[src/rtl/imm_decode_ctrl.sv]
// imm_decode_ctrl: decode-stage controller for the RV32I immediate extender.
// Classifies the opcode, drives the extender select, and captures the
// instruction, pc and immediate into the ID/EX slot under a valid/ready
// handshake with flush, illegal-opcode trap and an accepted-instruction count.
module imm_decode_ctrl #(
    parameter int CNT_W   = 16,
    parameter bit TRAP_EN = 1'b1
) (
    input  logic             clk,
    input  logic             rst,
    input  logic             id_valid,
    output logic             id_ready,
    input  logic [31:0]      id_instr,
    input  logic [31:0]      id_pc,
    output logic [1:0]       imm_sel,
    input  logic [31:0]      imm_in,
    output logic             ex_valid,
    input  logic             ex_ready,
    output logic [31:0]      ex_instr,
    output logic [31:0]      ex_pc,
    output logic [31:0]      ex_imm,
    output logic             ex_imm_used,
    output logic             ex_illegal,
    input  logic             flush,
    output logic             trap,
    output logic [31:0]      trap_pc,
    input  logic             trap_ack,
    output logic [CNT_W-1:0] instr_count
);

    typedef enum logic [0:0] {
        ST_RUN  = 1'b0,
        ST_TRAP = 1'b1
    } state_t;

    state_t     state_r;
    logic [3:0] dec_s;
    logic [1:0] sel_s;
    logic       used_s;
    logic       illegal_s;
    logic       accept_s;
    logic       load_s;
    logic       trap_take_s;

    // Opcode classification, packed as {illegal, imm_used, sel[1:0]}.
    function automatic logic [3:0] decode_op(input logic [6:0] op);
        case (op)
            7'b0000011: decode_op = 4'b0100; // load
            7'b0010011: decode_op = 4'b0101; // op-imm
            7'b1100111: decode_op = 4'b0101; // jalr
            7'b0100011: decode_op = 4'b0110; // store
            7'b1100011: decode_op = 4'b0110; // branch
            7'b0110111: decode_op = 4'b0111; // lui
            7'b0010111: decode_op = 4'b0111; // auipc
            7'b1101111: decode_op = 4'b0111; // jal
            7'b0110011: decode_op = 4'b0000; // R-type, no immediate
            default:    decode_op = 4'b1000; // illegal
        endcase
    endfunction

    // Decode the opcode regardless of id_valid so the extender result is ready early.
    always_comb begin
        dec_s     = decode_op(id_instr[6:0]);
        illegal_s = dec_s[3];
        used_s    = dec_s[2];
        sel_s     = dec_s[1:0];
    end

    assign imm_sel = sel_s;

    // Handshake: accept only in RUN, not during flush, and when the slot can take a new entry.
    always_comb begin
        id_ready    = (state_r == ST_RUN) & ~flush & (~ex_valid | ex_ready);
        accept_s    = id_valid & id_ready;
        load_s      = accept_s & (~illegal_s | ~TRAP_EN);
        trap_take_s = accept_s & illegal_s & TRAP_EN;
    end

    // ID/EX slot, trap state and instruction counter; flush has top priority.
    always_ff @(posedge clk or posedge rst) begin
        if (rst) begin
            state_r     <= ST_RUN;
            ex_valid    <= 1'b0;
            ex_instr    <= 32'h0000_0000;
            ex_pc       <= 32'h0000_0000;
            ex_imm      <= 32'h0000_0000;
            ex_imm_used <= 1'b0;
            ex_illegal  <= 1'b0;
            trap        <= 1'b0;
            trap_pc     <= 32'h0000_0000;
            instr_count <= {CNT_W{1'b0}};
        end else if (flush) begin
            ex_valid <= 1'b0;
            state_r  <= ST_RUN;
            trap     <= 1'b0;
        end else begin
            if (load_s) begin
                ex_valid    <= 1'b1;
                ex_instr    <= id_instr;
                ex_pc       <= id_pc;
                ex_imm      <= imm_in;
                ex_imm_used <= used_s & ~illegal_s;
                ex_illegal  <= illegal_s;
                instr_count <= instr_count + {{(CNT_W-1){1'b0}}, 1'b1};
            end else if (ex_ready && ex_valid) begin
                ex_valid <= 1'b0;
            end else begin
                ex_valid <= ex_valid;
            end

            if (trap_take_s) begin
                state_r <= ST_TRAP;
                trap    <= 1'b1;
                trap_pc <= id_pc;
            end else if ((state_r == ST_TRAP) && trap_ack) begin
                state_r <= ST_RUN;
                trap    <= 1'b0;
            end else begin
                state_r <= state_r;
            end
        end
    end

endmodule
[config.mk]
export PLATFORM = sky130hd
export DESIGN_NAME = imm_decode_ctrl
export DESIGN_NICKNAME = d
export VERILOG_FILES = /design/src/rtl/imm_decode_ctrl.sv
export SDC_FILE = /design/constraint.sdc
export NUM_CORES = 1
export LEC_CHECK = 0
export ABC_AREA = 1
export BUFFER_PORTS_ARGS = -buffer_cell sky130_fd_sc_hd__buf_2
export CAP_MARGIN = 10
export CORE_MARGIN = 1.5
export CORE_UTILIZATION = 35
export DETAILED_ROUTE_END_ITERATION = 10
export PLACE_DENSITY = 0.6
export SLEW_MARGIN = 20
export SYNTH_ARGS = -nofsm -noshare
export SYNTH_HDL_FRONTEND = slang
export SYNTH_SLANG_ARGS = --single-unit
[constraint.sdc]
create_clock -name clk -period 13.3 [get_ports clk]
set_input_delay 1.33 -clock clk [delete_from_list [all_inputs] [get_ports clk]]
set_output_delay 1.33 -clock clk [all_outputs]
set_load 0.02 [all_outputs]
**After elaboration in Yosys (flattened, before gate mapping)**

Cells that the tools add are included.
W data, S select, Z words.

- Add/sub/neg operators: 1
- $mul: 0
- Div/mod/pow operators: 0
- Magnitude comparators: 0
- Eq/ne operators: 9
- Shifts and indexed selects: 0
- Muxes and demuxes: 7
- Bitwise logic cells: 11
- Reduce and logical (&&, ||, !) cells: 9

Operator list:

| operator | count |
|---|---|
| $eq A7 B6 Y1 const B | 3 |
| $eq A7 B7 Y1 const B | 3 |
| $pmux W4 S5 | 1 |
| $add A16 B1 Y16 const B | 1 |
| $eq A7 B5 Y1 const B | 2 |
| $eq A7 B2 Y1 const B | 1 |
| $and A1 B1 Y1 | 6 |
| $mux W1 | 6 |
| $reduce_bool A3 Y1 | 2 |
| $not A1 Y1 | 4 |
| $reduce_and A2 Y1 | 2 |
| $reduce_or A2 Y1 | 2 |
| $reduce_or A3 Y1 | 1 |
| $logic_and A1 B1 Y1 | 2 |
| $or A1 B1 Y1 | 1 |

- Register bits: 148
- Bits in latches: 0
- RAM bits: 0
- ROM bits: 0
- Input bits: 102
- Output and inout bits: 151
- Memories kept: 0

**Logic depth before layout (Yosys ltp)**

Gate-level depths: netlist (run 1).

- Depth after elaboration: 7
- Gate-level depth with buffers: 12
- Gate-level depth less buffers: 10

**Worst setup path before layout (run 1)**

Ideal clock, no wire load.

- Path type: input-to-output
- Start: input id_instr[1]
- End: output imm_sel[0]
- Arrival time: 1979 ps
- Path slack: 9991 ps
- Cell stages on the path: 7
- Path through: nand2_1 nor2_2 nand2_1 nand2_1 nor2_4 inv_1 buf_4

- Cells in the longest elaborated chain, start to end: 3

RTL lines:

| what | line | source |
|---|---|---|
| from (decl) | 13 | `input logic [31:0] id_instr,` |
| $eq A7 B7 Y1, or another cell as far along | 47 | `case (op)` |
| $reduce_or A3 Y1 (no line) / $reduce_or A2 Y1 (equally long branches) | - |  |
| $pmux W4 S5 * | 47 |  |
| to (decl) | 15 | `output logic [1:0] imm_sel,` |

Every way passes the cells marked *; elsewhere a longest branch is shown, timed or not.

**Final worst setup path (run 1)**

- Start: input id_instr[1]
- End: register ex_valid

- Cells in the longest elaborated chain, start to end: 7

RTL lines:

| what | line | source |
|---|---|---|
| $eq A7 B7 Y1, or another cell as far along | 47 |  |
| $reduce_or A3 Y1 (no line) / $reduce_or A2 Y1 (equally long branches) | - |  |
| $pmux W4 S5 * | 47 |  |
| $not A1 Y1 * | 75 | `load_s = accept_s & (~illegal_s \| ~TRAP_EN);` |
| $and A1 B1 Y1 * | 75 |  |
| $mux W1 | 97 | `if (load_s) begin` |
| $mux W1 | 92 | `end else if (flush) begin` |
| to (signal assigned) | 108 | `ex_valid <= ex_valid;` |
| to (decl) | 17 | `output logic ex_valid,` |

Marks and branches as above.
A chain may end at the register's enable or synchronous reset.

==> out/metrics.yaml, run 1 <==
logic_synthesis:
  synth.avg_cell_area_um2: 8.50
  synth_area_um2: 6450
  syn-num-nets: 862
  synth_top_family_by_area: "simple AND/OR/NAND/NOR gates"
  ys_types: 25
  synth-compound-area-share: 0.00504
  synth_seq_cells: 148
  synthCells: 759
  yosys.area_share.simple: 0.347
  synthXorXnorAreaFrac: 0.0122
  synthAdderAreaFrac: 0.00194
  synth_warnings: 0
  seq_area_frac_synth: 0.574
  muxShareOfSynthArea: 0
worst_setup_path:
  crit_start: "id_instr[1]"
  r2r_slack_ns: 10.54
  crit_fanout: 81
  reg2reg_depth: 7
  rr_endpoint: "ex_imm[15]"
  reg2reg_from: "state_r"
  crit_arrival_ns: 4.07
  worstPathRequired_ns: 13.55
  startpoint_type: "primary input"
  path_class: "in -> reg"
  crit_path_end_kind: "register"
timing:
  max_freq_mhz: 262
  finalMaxSlewViolations: 0
  fin_worst_skew_ns: 0.0106
  hold_viol: 0
  whs_ns: 0.464
  tns_ns: 0
  relSlewSlack: 0.410
  rsz0062_at_grt: "false"
  finalCriticalPeriod_ns: 3.82
  worstMarginPinSlew_ns: 0.885
  period_share: 0.287
  setup-violations-final: 0
route:
  drt_wl_total_um: 18500
  drtIter0Drc: 296
  final_antenna_net_count: 0
  wl_per_cell_um: 15.0
  drt-met1-wl_um: 8200
  avgViaCountPerCell: 4.80
  firstDrtPassIters: 4
  dr_wl_met3_um: 1260
  drc: 0
  vias: 5898
  maxUsedRoutingLayer: "met4"
  route.met2.wl_um: 8750
min_path:
  hp-class: "reg -> reg"
  hold_depth: 2
  min_from: "ex_instr[0]"
  worstHoldEndpoint: "ex_instr[0]"
global_route:
  grt_overflow: 0
  antenna_found_initial: 1
  grt_pass1_wl_um: 29800
  track_usage: 0.192
  grt_pass1_vias: 5611
  grt_max_degree: 91
cts:
  cts_setup_buffers: 0
  htreeDepth: 4
  clk_pin_slew_ns: 0.06
  cts.sinks: 148
  cts_hold_buffers: 0
  clk_latency_ns: 0.42
  numCtsBuffers: 17
  cts-root-to-sink-buffers: 2
  cts_root_buf: "clkbuf_16"
  ctsResizeCount: 0
  cts_tree: "done"
final_layout:
  layout-drive-gt1-share: 0.301
  area_growth_pct: 30.0
  postLayoutCoreUtil: 0.465
  fin_nets: 1090
placement:
  hpwl_um: 12100
  gp_congestion: 0.765
  numPortBuffers: 252
pwr:
  sequentialPowerShare: 0.411
  switchingPower_mw: 0.494
  pwr-share-comb: 0.254
  p_int_mw: 0.959
  switching_share: 0.340
  powerDensity_nw_per_um2: 173
  clock_power_share: 0.335
  vdd_drop_max_uv: 84.1
  power.total_mw: 1.45
  p_leak_nw: 4.92
floorplan:
  fp-row-count: 49
  die_height_um: 139
  core_um2: 18000
  ioPinCount: 253
  start_util: 0.358
  die_w_um: 139
  die_area_um2: 19300
run:
  drv_cap: 0
run_status:
  status: "completed"
-- metrics by stage --
stage	instances	worst slack, ns	area (um2)
after floorplan	759	7.99	6450
after global placement	1197	9.07	7790
after detailed placement	1197	8.96	7790
after CTS	1229	9.42	8380
after global routing	1230	9.18	8390
final	1230	9.48	8390
-- worst max-delay path, cell delays in order --
cell and delay, ns:
buf_2 0.09, nand2_1 0.13, inv_1 0.05, nand3_1 0.12
nand2_2 0.08, nor2_4 0.14, nand3_4 0.50, nand2_4 0.58
buf_4 0.71, o31ai_1 0.19
-- how the worst max path moves through the flow --
stage	endpoint	depth (start not counted)
finish	ex_valid	10
global route	ex_valid	10
CTS	ex_valid	10
detailed placement	ex_valid	10
global placement	ex_valid	10
floorplan	ex_illegal	1
-- cell type report --
class / instances / area, um2
Inverter: 24 / 95.1
Multi-Input combinational cell: 536 / 2380
Clock buffer: 20 / 437
Timing Repair Buffer: 260 / 1320
Tap cell: 229 / 287
Clock inverter: 12 / 156
Antenna cell: 1 / 2.50
Sequential cell: 148 / 3700
Fill cell: 1871 / 9640
-- power groups by stage --
stage	registers [mW]	clock network, mW	logic, mW
2_1_floorplan	0.723	0	0.101
3_3_place_gp	0.603	0	0.369
3_5_place_dp	0.603	0	0.375
4_1_cts	0.597	0.502	0.374
5_1_grt	0.609	0.522	0.403
6_report	0.597	0.487	0.369
-- synthesized netlist by cell type --
| master | n | area, um2 |
|---|---|---|
| a21boi_0 | 1 | 7.51 |
| buf_1 | 6 | 22.5 |
| buf_2 | 29 | 145 |
| buf_4 | 3 | 22.5 |
| buf_6 | 7 | 78.8 |
| clkbuf_1 | 6 | 22.5 |
| dfrtp_1 | 148 | 3700 |
| ha_1 | 1 | 12.5 |
| inv_1 | 21 | 78.8 |
| inv_2 | 3 | 11.3 |
| nand2_1 | 329 | 1230 |
| nand2_2 | 3 | 18.8 |
| nand3_1 | 122 | 611 |
| nand3_2 | 1 | 10.0 |
| nand3b_1 | 1 | 7.51 |
| nand4_1 | 35 | 219 |
| nor2_1 | 21 | 78.8 |
| nor2_2 | 2 | 12.5 |
| nor2_4 | 1 | 11.3 |
| nor3_1 | 5 | 25.0 |
| nor3b_2 | 1 | 12.5 |
| o21ai_1 | 2 | 10.0 |
| o31ai_1 | 2 | 15.0 |
| xnor2_1 | 1 | 8.76 |
| xor2_1 | 8 | 70.1 |
-- kinds of logic (layout without fill, tap and decap cells) --
logic type               Yosys count  after routing
XOR/XNOR                           9              9
AND/OR/NAND/NOR                  521            521
buffers and inverters             75            316
flip-flops                       148            148
other                              0              1
AO/OA/AOI/OAI                      5              5
adder cells (fa/ha/maj)            1              1
-- layer usage --
metal,vias to the layer above,track usage
li1,2908,-
met1,2758,0.256
met2,216,0.307
met3,16,0.0559
met4,0,0.0548
met5,-,0
-- state kept, by name, summed over array words and instances, names as in the netlist --
name / cells
ex_illegal: 1
ex_pc: 32
ex_instr: 32
ex_imm_used: 1
ex_valid: 1
ex_imm: 32
state_r: 1
trap_pc: 32
instr_count: 16
-- layout by cell type, fill, tap and decap left out, types with 2 or more instances in the layout --
cell type	count
inv_2	3
buf_2	252
nand4_1	35
o21ai_1	2
nor3_1	5
nand3_1	122
clkbuf_1	3
clkinv_2	3
buf_4	8
nand2_1	329
nor2_2	2
xor2_1	8
nand2_2	2
dfrtp_1	148
nor2_1	21
bufinv_16	3
clkbuf_16	17
inv_6	2
o31ai_1	2
clkinv_4	4
inv_1	20
Note: power is estimated with default switching activity, not from simulation.
==> run 2, diff against run 1 <==
Settings changed: PLACE_DENSITY 0.6 to 0.62.
Clock period 13.3 ns to 3.21 ns, I/O delays scaled along.
==> run 2 against run 1 <==
  * Die area did not move
  * First-iteration DRC count rose by 7.8%
  * Final cell count barely moved
  * Sequential power rose to 4.2 times the previous value
  * Register-to-register slack got worse by 9.5 ns
  * Flip-flop and latch count did not move
  * Worst setup slack got worse by 8.4 ns
  * Final area rose by 1.0%
  * Sequential share of layout area fell by 0.46 points
  * Routed wire length fell by 2.7%
  * Non-clock buffer count rose by 2
  * Clock-buffer cell count rose by 1
  * Highest routed layer unchanged
==> out/metrics.yaml, run 2 (same netlist as run 1, synthesis figures left out) <==
timing:
  worstMarginPinSlew_ns: 1.02  # +0.136 ns
  fin_worst_skew_ns: 0.00837  # -0.00221 ns
  relSlewSlack: 0.319  # -0.0908
  finalCriticalPeriod_ns: 2.13
  setup-violations-final: 0  # unchanged
  max_freq_mhz: 470
  rsz0062_at_grt: "false"
  tns_ns: 0  # unchanged
  period_share: 0.662
  hold_viol: 0  # unchanged
  finalMaxSlewViolations: 0  # unchanged
final_layout:
  area_growth_pct: 31.4
  final_common_cell: "nand2_1"
  layout-drive-gt1-share: 0.304  # +0.00339
  fin_nets: 1092  # +0.18%
  n_antenna_cell: 0  # -1
  layout_common_cells: "329 x nand2_1, 252 x buf_2, 148 x dfrtp_1, 122 x nand3_1, 35 x nand4_1"
  layout.cells.non_filler: 1231  # +0.081%
cts:
  cts_tree: "done"
  cts_root_buf: "clkbuf_16"
  cts_setup_buffers: 0  # unchanged
  cts-root-to-sink-buffers: 2  # unchanged
  cts.sinks: 148  # unchanged
  clk_latency_ns: 0.41  # about the same
  ctsResizeCount: 0  # unchanged
  clk_pin_slew_ns: 0.06  # about the same
  numCtsBuffers: 17  # unchanged
  htreeDepth: 4  # unchanged
  cts_hold_buffers: 0  # unchanged
global_route:
  grt_overflow: 0  # unchanged
  grt_pass1_vias: 5650  # +0.70%
  gr-usage-met1: 0.247  # -0.00871
  grt_pass1_wl_um: 29300  # -1.6%
  grt_busiest_layer: "met2"
  met2_usage: 0.301  # -0.00576
  track_usage: 0.188  # -0.00464
  antenna_found_initial: 0  # -1
  use_met3: 0.0456  # -0.0104
  grt_max_degree: 112  # +23%
floorplan:
  die_w_um: 139  # unchanged
  core_um2: 18000  # unchanged
  die_area_um2: 19300  # unchanged
  ioPinCount: 253  # unchanged
  fp-row-count: 49  # unchanged
  start_util: 0.358  # unchanged
  die_height_um: 139  # unchanged
route:
  drtIter0Drc: 319  # +7.8%
  final_antenna_net_count: 0  # unchanged
  drc: 0  # unchanged
  drt_wl_total_um: 18000  # -2.7%
  avgViaCountPerCell: 4.81  # +0.36%
  firstDrtPassIters: 4  # unchanged
  vias: 5924  # +0.44%
  wl_per_cell_um: 14.6  # -2.8%
worst_setup_path:
  worst_path_max_delay_cell: "buf_4"
  crit_arrival_ns: 2.48  # -1.59 ns
  crit_path_max_incr_delay_ns: 0.79  # +0.08 ns
  crit_family: "buffers and inverters"
  crit_path_end_kind: "register"
  worstPathRequired_ns: 3.56  # -9.99 ns
  path_class: "reg -> reg"
  crit_fanout: 95  # +17%
  reg2reg_depth: 6  # -1
  path_cells: "inv_1, o21ai_1, nor3b_4, buf_4, nand4_1, nand2_1"
  path_buf_inv: 2  # -1
  startpoint_type: "register"
  worstSetupPathDepth: 6  # -4
run:
  drv_cap: 0  # unchanged
pwr:
  vdd_drop_max_uv: 362  # +330%
  p_leak_nw: 4.95  # +0.62%
  powerDensity_nw_per_um2: 717  # +310%
run_status:
  status: "completed"
placement:
  numPortBuffers: 252  # unchanged
  hpwl_um: 11800  # -2.7%
  dpl.cell_count: 1199  # +0.17%
  gp_congestion: 0.807  # +5.5%
min_path:
  hp-class: "in -> async"
==> run 2: metrics by stage <==
stage	hold WS [ns]	worst slack, ns	utilization	instance area, um2	power [mW]
2_1_floorplan	0.416	1.03	-	6450	3.42
3_3_place_gp	0.442	1.13	0.436	7850	4.03
3_5_place_dp	0.453	1.10	0.436	7850	4.05
4_1_cts	0.0975	1.08	0.470	8470	6.16
5_1_grt	0.118	0.886	0.470	8470	6.42
6_report	0.0838	1.08	0.470	8470	6.08
==> run 2: final cells by class <==
type                    count  area, um2
clock buffers              21        470
clock inverters            11        149
well taps                 229        287
multi-input cells         536       2380
flip-flops and latches    148       3700
inverters                  24       93.8
fillers                  1783       9550
repair buffers            262       1390
==> run 2: path summary, 6_finish.rpt <==
| check | slack, ns | start | endpoint |
|---|---|---|---|
| hold / removal | 0.08 | rst | ex_imm[5] |
| min in group clk | 0.13 | id_instr[15] | ex_instr[15] |
| setup reg to reg | 1.08 | state_r | trap_pc[12] |
| hold reg to reg | 0.46 | ex_imm[7] | ex_imm[7] |
| setup / recovery | 1.08 | state_r | trap_pc[12] |
| max in group asynchronous | 2.31 | rst | ex_instr[6] |
==> run 2: power breakdown <==
part           switching (mW)  internal (mW)  total, mW  leakage (nW)
registers               0.215           2.26       2.48          1.93
clock network           0.789           1.29       2.08         0.296
logic                    1.03          0.491       1.52          2.73
total                    2.03           4.04       6.08          4.95
==> run 2: layer usage <==
metal	vias up	wire length [um]
li1	2900	-
met1	2813	8010
met3	24	967
met2	187	8570
met5	-	0
met4	0	412
